===== src/rtl/axi_store_bridge_if.sv =====
// AXI4 write-channel bundle (AW, W, B) between the store bridge and memory.
//   master : AW*/W* outputs, BREADY output; AWREADY, WREADY, B* inputs
//   slave  : mirror image of master
interface axi_store_bridge_if #(
    parameter int ADDR_W = 64,
    parameter int DATA_W = 64
) ();
    logic [3:0]          AWID;
    logic [ADDR_W-1:0]   AWADDR;
    logic [7:0]          AWLEN;
    logic [2:0]          AWSIZE;
    logic [1:0]          AWBURST;
    logic                AWVALID;
    logic                AWREADY;
    logic [DATA_W-1:0]   WDATA;
    logic [DATA_W/8-1:0] WSTRB;
    logic                WLAST;
    logic                WVALID;
    logic                WREADY;
    logic [3:0]          BID;
    logic [1:0]          BRESP;
    logic                BVALID;
    logic                BREADY;

    modport master (
        output AWID, AWADDR, AWLEN, AWSIZE, AWBURST, AWVALID,
        output WDATA, WSTRB, WLAST, WVALID, BREADY,
        input  AWREADY, WREADY, BID, BRESP, BVALID
    );

    modport slave (
        input  AWID, AWADDR, AWLEN, AWSIZE, AWBURST, AWVALID,
        input  WDATA, WSTRB, WLAST, WVALID, BREADY,
        output AWREADY, WREADY, BID, BRESP, BVALID
    );
endinterface


===== src/rtl/axi_store_bridge.sv =====
// Store-path bridge: turns one memory-stage store request into a single-beat
// AXI4 write and pulses wdone (with werr) when it completes or is rejected.
// Ports:
//   clk, rst                  clock, synchronous active-high reset
//   mm_wen/addr/wdata/wlen    store request, held until wdone
//   wdone, werr, busy         completion pulse, error flag, in-flight flag
//   axi                       AW/W/B channels (master side)
//
// state     | meaning
// ----------+-----------------------------------------------------------
// ST_IDLE   | waiting for a store request
// ST_REQ    | AWVALID/WVALID outstanding, each channel tracked separately
// ST_RESP   | both handshakes done, BREADY high, waiting for BVALID
// ST_DONE   | wdone pulse cycle, back to idle next edge
module axi_store_bridge #(
    parameter logic [3:0] AXI_ID = 4'd1,
    parameter int         ADDR_W = 64,
    parameter int         DATA_W = 64
) (
    input  logic              clk,
    input  logic              rst,
    input  logic              mm_wen,
    input  logic [ADDR_W-1:0] mm_addr,
    input  logic [DATA_W-1:0] mm_wdata,
    input  logic [3:0]        mm_wlen,
    output logic              wdone,
    output logic              werr,
    output logic              busy,
    axi_store_bridge_if.master axi
);

    typedef enum logic [1:0] {ST_IDLE, ST_REQ, ST_RESP, ST_DONE} state_t;

    state_t              state;
    logic                aw_valid_q;
    logic                w_valid_q;
    logic                b_ready_q;
    logic                aw_done;
    logic                w_done;
    logic [ADDR_W-1:0]   aw_addr_q;
    logic [DATA_W-1:0]   w_data_q;
    logic [DATA_W/8-1:0] w_strb_q;

    logic [2:0]          lane;
    logic [4:0]          end_byte;
    logic [7:0]          strb_base;
    logic                len_ok;
    logic                fits;
    logic                aw_hs;
    logic                w_hs;

    assign lane     = mm_addr[2:0];
    assign end_byte = {2'b00, lane} + {1'b0, mm_wlen};
    assign fits     = (end_byte <= 5'd8);
    assign aw_hs    = aw_valid_q & axi.AWREADY;
    assign w_hs     = w_valid_q & axi.WREADY;

    always_comb begin
        strb_base = 8'h00;
        len_ok    = 1'b1;
        case (mm_wlen)
            4'd1:    strb_base = 8'h01;
            4'd2:    strb_base = 8'h03;
            4'd4:    strb_base = 8'h0F;
            4'd8:    strb_base = 8'hFF;
            default: len_ok    = 1'b0;
        endcase
    end

    assign axi.AWID    = AXI_ID;
    assign axi.AWADDR  = aw_addr_q;
    assign axi.AWLEN   = 8'd0;
    assign axi.AWSIZE  = 3'd3;
    assign axi.AWBURST = 2'b01;
    assign axi.AWVALID = aw_valid_q;
    assign axi.WDATA   = w_data_q;
    assign axi.WSTRB   = w_strb_q;
    assign axi.WLAST   = w_valid_q;
    assign axi.WVALID  = w_valid_q;
    assign axi.BREADY  = b_ready_q;

    always_ff @(posedge clk) begin
        if (rst) begin
            state      <= ST_IDLE;
            aw_valid_q <= 1'b0;
            w_valid_q  <= 1'b0;
            b_ready_q  <= 1'b0;
            aw_done    <= 1'b0;
            w_done     <= 1'b0;
            aw_addr_q  <= '0;
            w_data_q   <= '0;
            w_strb_q   <= '0;
            wdone      <= 1'b0;
            werr       <= 1'b0;
            busy       <= 1'b0;
        end else begin
            case (state)
                ST_IDLE: begin
                    if (mm_wen && !wdone) begin
                        if (len_ok && fits) begin
                            aw_addr_q  <= {mm_addr[ADDR_W-1:3], 3'b000};
                            w_data_q   <= mm_wdata << {lane, 3'b000};
                            w_strb_q   <= strb_base << lane;
                            aw_valid_q <= 1'b1;
                            w_valid_q  <= 1'b1;
                            aw_done    <= 1'b0;
                            w_done     <= 1'b0;
                            busy       <= 1'b1;
                            state      <= ST_REQ;
                        end else begin
                            // Rejected store completes immediately, no bus traffic.
                            werr  <= 1'b1;
                            wdone <= 1'b1;
                            state <= ST_DONE;
                        end
                    end
                end
                ST_REQ: begin
                    if (aw_hs) begin
                        aw_valid_q <= 1'b0;
                        aw_done    <= 1'b1;
                    end
                    if (w_hs) begin
                        w_valid_q <= 1'b0;
                        w_done    <= 1'b1;
                    end
                    if ((aw_done || aw_hs) && (w_done || w_hs)) begin
                        b_ready_q <= 1'b1;
                        state     <= ST_RESP;
                    end
                end
                ST_RESP: begin
                    if (b_ready_q && axi.BVALID) begin
                        werr      <= (axi.BRESP != 2'b00);
                        b_ready_q <= 1'b0;
                        wdone     <= 1'b1;
                        busy      <= 1'b0;
                        state     <= ST_DONE;
                    end
                end
                ST_DONE: begin
                    wdone <= 1'b0;
                    state <= ST_IDLE;
                end
                default: state <= ST_IDLE;
            endcase
        end
    end

endmodule


===== src/flat_wrapper.sv =====
// flat-port wrapper written by rule: the top's interface ports become plain ports
module axi_store_bridge_flat 
#(
    parameter logic [3:0] AXI_ID = 4'd1,
    parameter int         ADDR_W = 64,
    parameter int         DATA_W = 64
)
  (clk, rst, mm_wen, mm_addr, mm_wdata, mm_wlen, wdone, werr, busy, axi_AWID, axi_AWADDR, axi_AWLEN, axi_AWSIZE, axi_AWBURST, axi_AWVALID, axi_WDATA, axi_WSTRB, axi_WLAST, axi_WVALID, axi_BREADY, axi_AWREADY, axi_WREADY, axi_BID, axi_BRESP, axi_BVALID);
  axi_store_bridge_if #(.ADDR_W(ADDR_W), .DATA_W(DATA_W)) axi_i ();
  input  logic clk;
  input  logic rst;
  input  logic mm_wen;
  input  logic [ADDR_W-1:0] mm_addr;
  input  logic [DATA_W-1:0] mm_wdata;
  input  logic [3:0] mm_wlen;
  output logic wdone;
  output logic werr;
  output logic busy;
  output wire logic [$bits(axi_i.AWID)-1:0] axi_AWID;
  output wire logic [$bits(axi_i.AWADDR)-1:0] axi_AWADDR;
  output wire logic [$bits(axi_i.AWLEN)-1:0] axi_AWLEN;
  output wire logic [$bits(axi_i.AWSIZE)-1:0] axi_AWSIZE;
  output wire logic [$bits(axi_i.AWBURST)-1:0] axi_AWBURST;
  output wire logic [$bits(axi_i.AWVALID)-1:0] axi_AWVALID;
  output wire logic [$bits(axi_i.WDATA)-1:0] axi_WDATA;
  output wire logic [$bits(axi_i.WSTRB)-1:0] axi_WSTRB;
  output wire logic [$bits(axi_i.WLAST)-1:0] axi_WLAST;
  output wire logic [$bits(axi_i.WVALID)-1:0] axi_WVALID;
  output wire logic [$bits(axi_i.BREADY)-1:0] axi_BREADY;
  input wire logic [$bits(axi_i.AWREADY)-1:0] axi_AWREADY;
  input wire logic [$bits(axi_i.WREADY)-1:0] axi_WREADY;
  input wire logic [$bits(axi_i.BID)-1:0] axi_BID;
  input wire logic [$bits(axi_i.BRESP)-1:0] axi_BRESP;
  input wire logic [$bits(axi_i.BVALID)-1:0] axi_BVALID;
  assign axi_AWID = axi_i.AWID;
  assign axi_AWADDR = axi_i.AWADDR;
  assign axi_AWLEN = axi_i.AWLEN;
  assign axi_AWSIZE = axi_i.AWSIZE;
  assign axi_AWBURST = axi_i.AWBURST;
  assign axi_AWVALID = axi_i.AWVALID;
  assign axi_WDATA = axi_i.WDATA;
  assign axi_WSTRB = axi_i.WSTRB;
  assign axi_WLAST = axi_i.WLAST;
  assign axi_WVALID = axi_i.WVALID;
  assign axi_BREADY = axi_i.BREADY;
  assign axi_i.AWREADY = axi_AWREADY;
  assign axi_i.WREADY = axi_WREADY;
  assign axi_i.BID = axi_BID;
  assign axi_i.BRESP = axi_BRESP;
  assign axi_i.BVALID = axi_BVALID;
  axi_store_bridge #(.AXI_ID(AXI_ID), .ADDR_W(ADDR_W), .DATA_W(DATA_W)) u_core (.clk(clk), .rst(rst), .mm_wen(mm_wen), .mm_addr(mm_addr), .mm_wdata(mm_wdata), .mm_wlen(mm_wlen), .wdone(wdone), .werr(werr), .busy(busy), .axi(axi_i));
endmodule

===== config.mk =====
export PLATFORM = sky130hd
export DESIGN_NAME = axi_store_bridge_flat
export DESIGN_NICKNAME = d
export VERILOG_FILES = /design/src/rtl/axi_store_bridge_if.sv /design/src/rtl/axi_store_bridge.sv /design/src/flat_wrapper.sv
export SDC_FILE = /design/constraint.sdc
export NUM_CORES = 1
export LEC_CHECK = 0
export CORE_MARGIN = 2
export CORE_UTILIZATION = 47
export DETAILED_ROUTE_END_ITERATION = 10
export PLACE_DENSITY = 0.87
export SKIP_CTS_REPAIR_TIMING = 1
export SYNTH_ARGS = -nofsm -noshare
export SYNTH_HDL_FRONTEND = slang
export SYNTH_SLANG_ARGS = --single-unit

===== constraint.sdc =====
create_clock -name clk -period 7.5 [get_ports clk]
set_input_delay 1.125 -clock clk [delete_from_list [all_inputs] [get_ports clk]]
set_output_delay 1.125 -clock clk [all_outputs]
set_load 0.02 [all_outputs]

==> impl_results.md <==
- Run status: complete, no violations
- Worst IR drop on VDD: 0.000177 V
- Maximum count of clock buffers along a single path: 2
- Cell Chain, Critical Path: clkdlybuf4s50_1, ha_1, fa_1, xor2_1, or3_1, a21boi_0, o21a_4, buf_4, o311ai_0, a21oi_1
- Sequential area share after synthesis: 39.1%
- Worst endpoint data arrival time: 5.26 ns
- H-tree level count: 4
- Post-synthesis cell area: 7330 um2
- Number of top-level pins: 304
- Terminus of the critical flop-to-flop path: u_core.axi.WDATA[36]
- TritonCTS clock tree: yes
- Length in cells of the worst reg-to-reg path: 8
- Final clock period utilization by the worst path: 65.6%
- Max Clock Freq: 203 MHz
- Clock skew: 0.00695 ns
- Number of vias after detailed routing: 7461
- Synthesis-to-layout area growth: 45.4%
- Finished Core Util: 70.1%
- Slew headroom: 24.0%
- Number of nets with antenna violations after detailed routing: 0
- Master of the slowest instance on the critical path: sky130_fd_sc_hd__o21a_4
- CP Launch Type: input pin
- Total number of yosys warnings: 0
- Area taken by multi-input logic gates: 4010 um2
- Setup repair after global routing missed its margin: false
- Routed wire length: 24700 um
- Worst setup slack after placement: 2.22 ns
- Vias per inst: 5.61
- Cell family contributing the most delay on the critical path: compound AO/OA/AOI/OAI gates
- Number of buffers created by CTS: 17
- Pin count of the biggest net entering global routing: 80
- Required time at the endpoint of the critical path: 7.84 ns
- Initial Util: 48.2%
- Number of core rows: 45
- Cell chosen for the clock root: sky130_fd_sc_hd__clkbuf_16
- Flip-flop cell with the highest count after synthesis: sky130_fd_sc_hd__dfxtp_1
- Share of post-route cells with drive strength above 1: 7.62%
- Routed wire per std cell: 18.6 um
- Number of flip-flops and latches in the synthesized netlist: 143
- Most common cell after layout, fill and taps aside: sky130_fd_sc_hd__clkdlybuf4s50_1
- Post-synthesis area per instance: 8.13 um2
- Overall track demand over capacity in global routing: 28.8%
- Vias in the first global route: 6969
- DRC Markers: 0
- Worst hold slack after final layout: 0.448 ns
- End point of the worst hold path: u_core.axi.WDATA[28]
- Most frequent cells in the layout: sky130_fd_sc_hd__clkdlybuf4s50_1, sky130_fd_sc_hd__nand2_1, sky130_fd_sc_hd__dfxtp_1
- Maximum fanout count along the critical path: 75
- Cell leakage power: 3.73 nW
- Classification of the worst setup path: input pin to register
- Remaining Overflow, GRT: 0
- Aggregate negative setup slack: 0 ns
- Async set-or-reset flop fraction in the synthesized netlist: 0%
- Clock network latency to the later pin of the worst-skew pair: 0.42 ns
- Count of flip-flops with a built-in enable after synthesis: 0
- Syn Inst Count: 901
- Hold path depth: 2
- Worst hold path startpoint: u_core.axi.WDATA[28]
- Reg2reg start: u_core.state[0]
- Worst hold-check path type: register to register
- IO buf count: 279
- Die height: 129 um
- Total power divided by cell area: 212 nW/um2
- Floorplan die area: 16600 um2
- Buf/Inv on CP: 2
- Reg-to-reg slack, setup: 4.64 ns
- Placement Cell Area: 9990 um2
- Storage element area: 2860 um2
- Wire length of the first global-routing pass: 37300 um
- Dpl hpwl: 17100 um
- Cell area after layout: 10700 um2
- Initial DRT Pass Iterations: 6
- Placeable core area: 15200 um2
- Hold Violations, Final: 0
- Initial antenna violation count: 1
- Final setup violating endpoints: 0
- Number of nets in the layout: 1280
- Count of distinct cell types in the synthesized netlist: 55
- Final RePlAce weighted congestion: 0.888
- Die boundary width: 129 um
- MaxCap Viol Count: 0
- Maximum single-stage delay on the critical path: 0.76 ns
- Final Slew Violations: 0
- Slack of the critical path: 2.58 ns
- Clock Pin Slew Worst Setup and Hold Paths: 0.06 ns
- Endpoint class of the critical path: register
- Number of clock sinks: 143
- Drt first-iter violations: 702
- Post-layout minimum cycle time: 4.92 ns
- Pin slew with the least headroom to its limit: 1.13 ns
- Filler cells: 1211
-- kinds of logic after synthesis --
logic type | synth area share (%)
XOR/XNOR | 0.359
AO/OA/AOI/OAI | 19.7
AND/OR/NAND/NOR | 19.3
multiplexers | 12.6
adder cells (fa/ha/maj) | 1.47
flip-flops | 39.1
buffers and inverters | 7.36
other | 0.102
-- final cells by class --
cell class / count / area share (%)
Antenna cell: 1 / 0.0235
Clock buffer: 22 / 4.54
Clock inverter: 10 / 1.70
Inverter: 9 / 0.317
Multi-Input combinational cell: 670 / 37.7
Sequential cell: 143 / 26.9
Tap cell: 188 / 2.21
Timing Repair Buffer: 287 / 26.7
-- registers in the layout (all words and copies together), names as in the netlist --
| register | flops |
|---|---|
| u_core.aw_done | 1 |
| u_core.w_done | 1 |
| u_core.axi.AWADDR | 61 |
| u_core.state | 2 |
| u_core.axi.WSTRB | 8 |
| u_core.axi.BREADY | 1 |
| u_core.werr | 1 |
| u_core.axi.AWVALID | 1 |
| u_core.busy | 1 |
| u_core.wdone | 1 |
| u_core.axi.WLAST | 1 |
| u_core.axi.WDATA | 64 |
-- stage by stage --
| step | cells | total power (W) |
|---|---|---|
| 2_1_floorplan | 919 | 0.00112 |
| 5_1_grt | 1330 | 0.00234 |
| 4_1_cts | 1329 | 0.00226 |
| 3_3_place_gp | 1297 | 0.00130 |
| 3_5_place_dp | 1297 | 0.00131 |
| 6_report | 1330 | 0.00226 |
-- synthesized netlist by cell type (3+ instances only) --
cell / instances / share of area (%)
sky130_fd_sc_hd__nand2_1: 195 / 10
sky130_fd_sc_hd__dfxtp_1: 143 / 39
sky130_fd_sc_hd__a21oi_1: 138 / 9.4
sky130_fd_sc_hd__nor2_1: 64 / 3.3
sky130_fd_sc_hd__clkbuf_1: 47 / 2.4
sky130_fd_sc_hd__mux2i_1: 30 / 4.1
sky130_fd_sc_hd__a211oi_1: 28 / 2.9
sky130_fd_sc_hd__buf_4: 28 / 2.9
sky130_fd_sc_hd__nand3_1: 20 / 1.4
sky130_fd_sc_hd__mux4_2: 19 / 5.8
sky130_fd_sc_hd__o21ai_0: 18 / 1.2
sky130_fd_sc_hd__mux2_2: 17 / 2.6
sky130_fd_sc_hd__buf_2: 16 / 1.1
sky130_fd_sc_hd__or3_1: 16 / 1.4
sky130_fd_sc_hd__a22oi_1: 11 / 1.1
sky130_fd_sc_hd__o21a_1: 11 / 1.1
sky130_fd_sc_hd__inv_1: 9 / 0.46
sky130_fd_sc_hd__nor3_1: 9 / 0.61
sky130_fd_sc_hd__ha_1: 7 / 1.2
sky130_fd_sc_hd__nor2b_1: 7 / 0.60
sky130_fd_sc_hd__a221oi_1: 6 / 0.72
sky130_fd_sc_hd__a21o_1: 5 / 0.51
sky130_fd_sc_hd__a31oi_1: 4 / 0.34
sky130_fd_sc_hd__a32oi_1: 4 / 0.48
sky130_fd_sc_hd__nand3b_1: 4 / 0.41
sky130_fd_sc_hd__buf_1: 3 / 0.15
sky130_fd_sc_hd__nand4_1: 3 / 0.26
sky130_fd_sc_hd__nor4_1: 3 / 0.26
sky130_fd_sc_hd__o211ai_1: 3 / 0.31
-- report_power, final --
part | internal, W | leakage, nW | switching, W
clock network | 0.000625 | 0.326 | 0.000329
registers | 0.000793 | 1.15 | 0.0000219
logic | 0.000222 | 2.25 | 0.000266
total | 0.00164 | 3.73 | 0.000617
-- how the worst max path moves through the flow --
stage	startpoint	end	slack, ns	cells after the start
finish	mm_wlen[0]	u_core.axi.WDATA[36]	2.58	10
global route	mm_wlen[0]	u_core.axi.WDATA[36]	2.31	10
CTS	mm_wlen[0]	u_core.axi.WDATA[36]	2.64	10
detailed placement	mm_wlen[0]	u_core.axi.WDATA[36]	2.22	10
global placement	mm_wlen[0]	u_core.axi.WDATA[36]	2.26	10
floorplan	mm_addr[0]	u_core.axi.AWVALID	4.20	8
-- worst register-to-register path: cells and delay by family (launching register included) --
kind                     cells  cell delay [ns]
AO/OA/AOI/OAI                3             1.12
buffers and inverters        3             0.70
AND/OR/NAND/NOR              1             0.35
flip-flops                   1             0.33
adder cells (fa/ha/maj)      1             0.29
-- routing by layer --
layer,share of wire [%],vias to the layer above,track usage [%]
li1,-,3575,-
met1,39,3490,35.8
met2,50,334,48.6
met3,8.2,62,5.99
met4,3.2,0,12.0
met5,0,-,0
No activity file was read; power rests on OpenSTA's default activity.
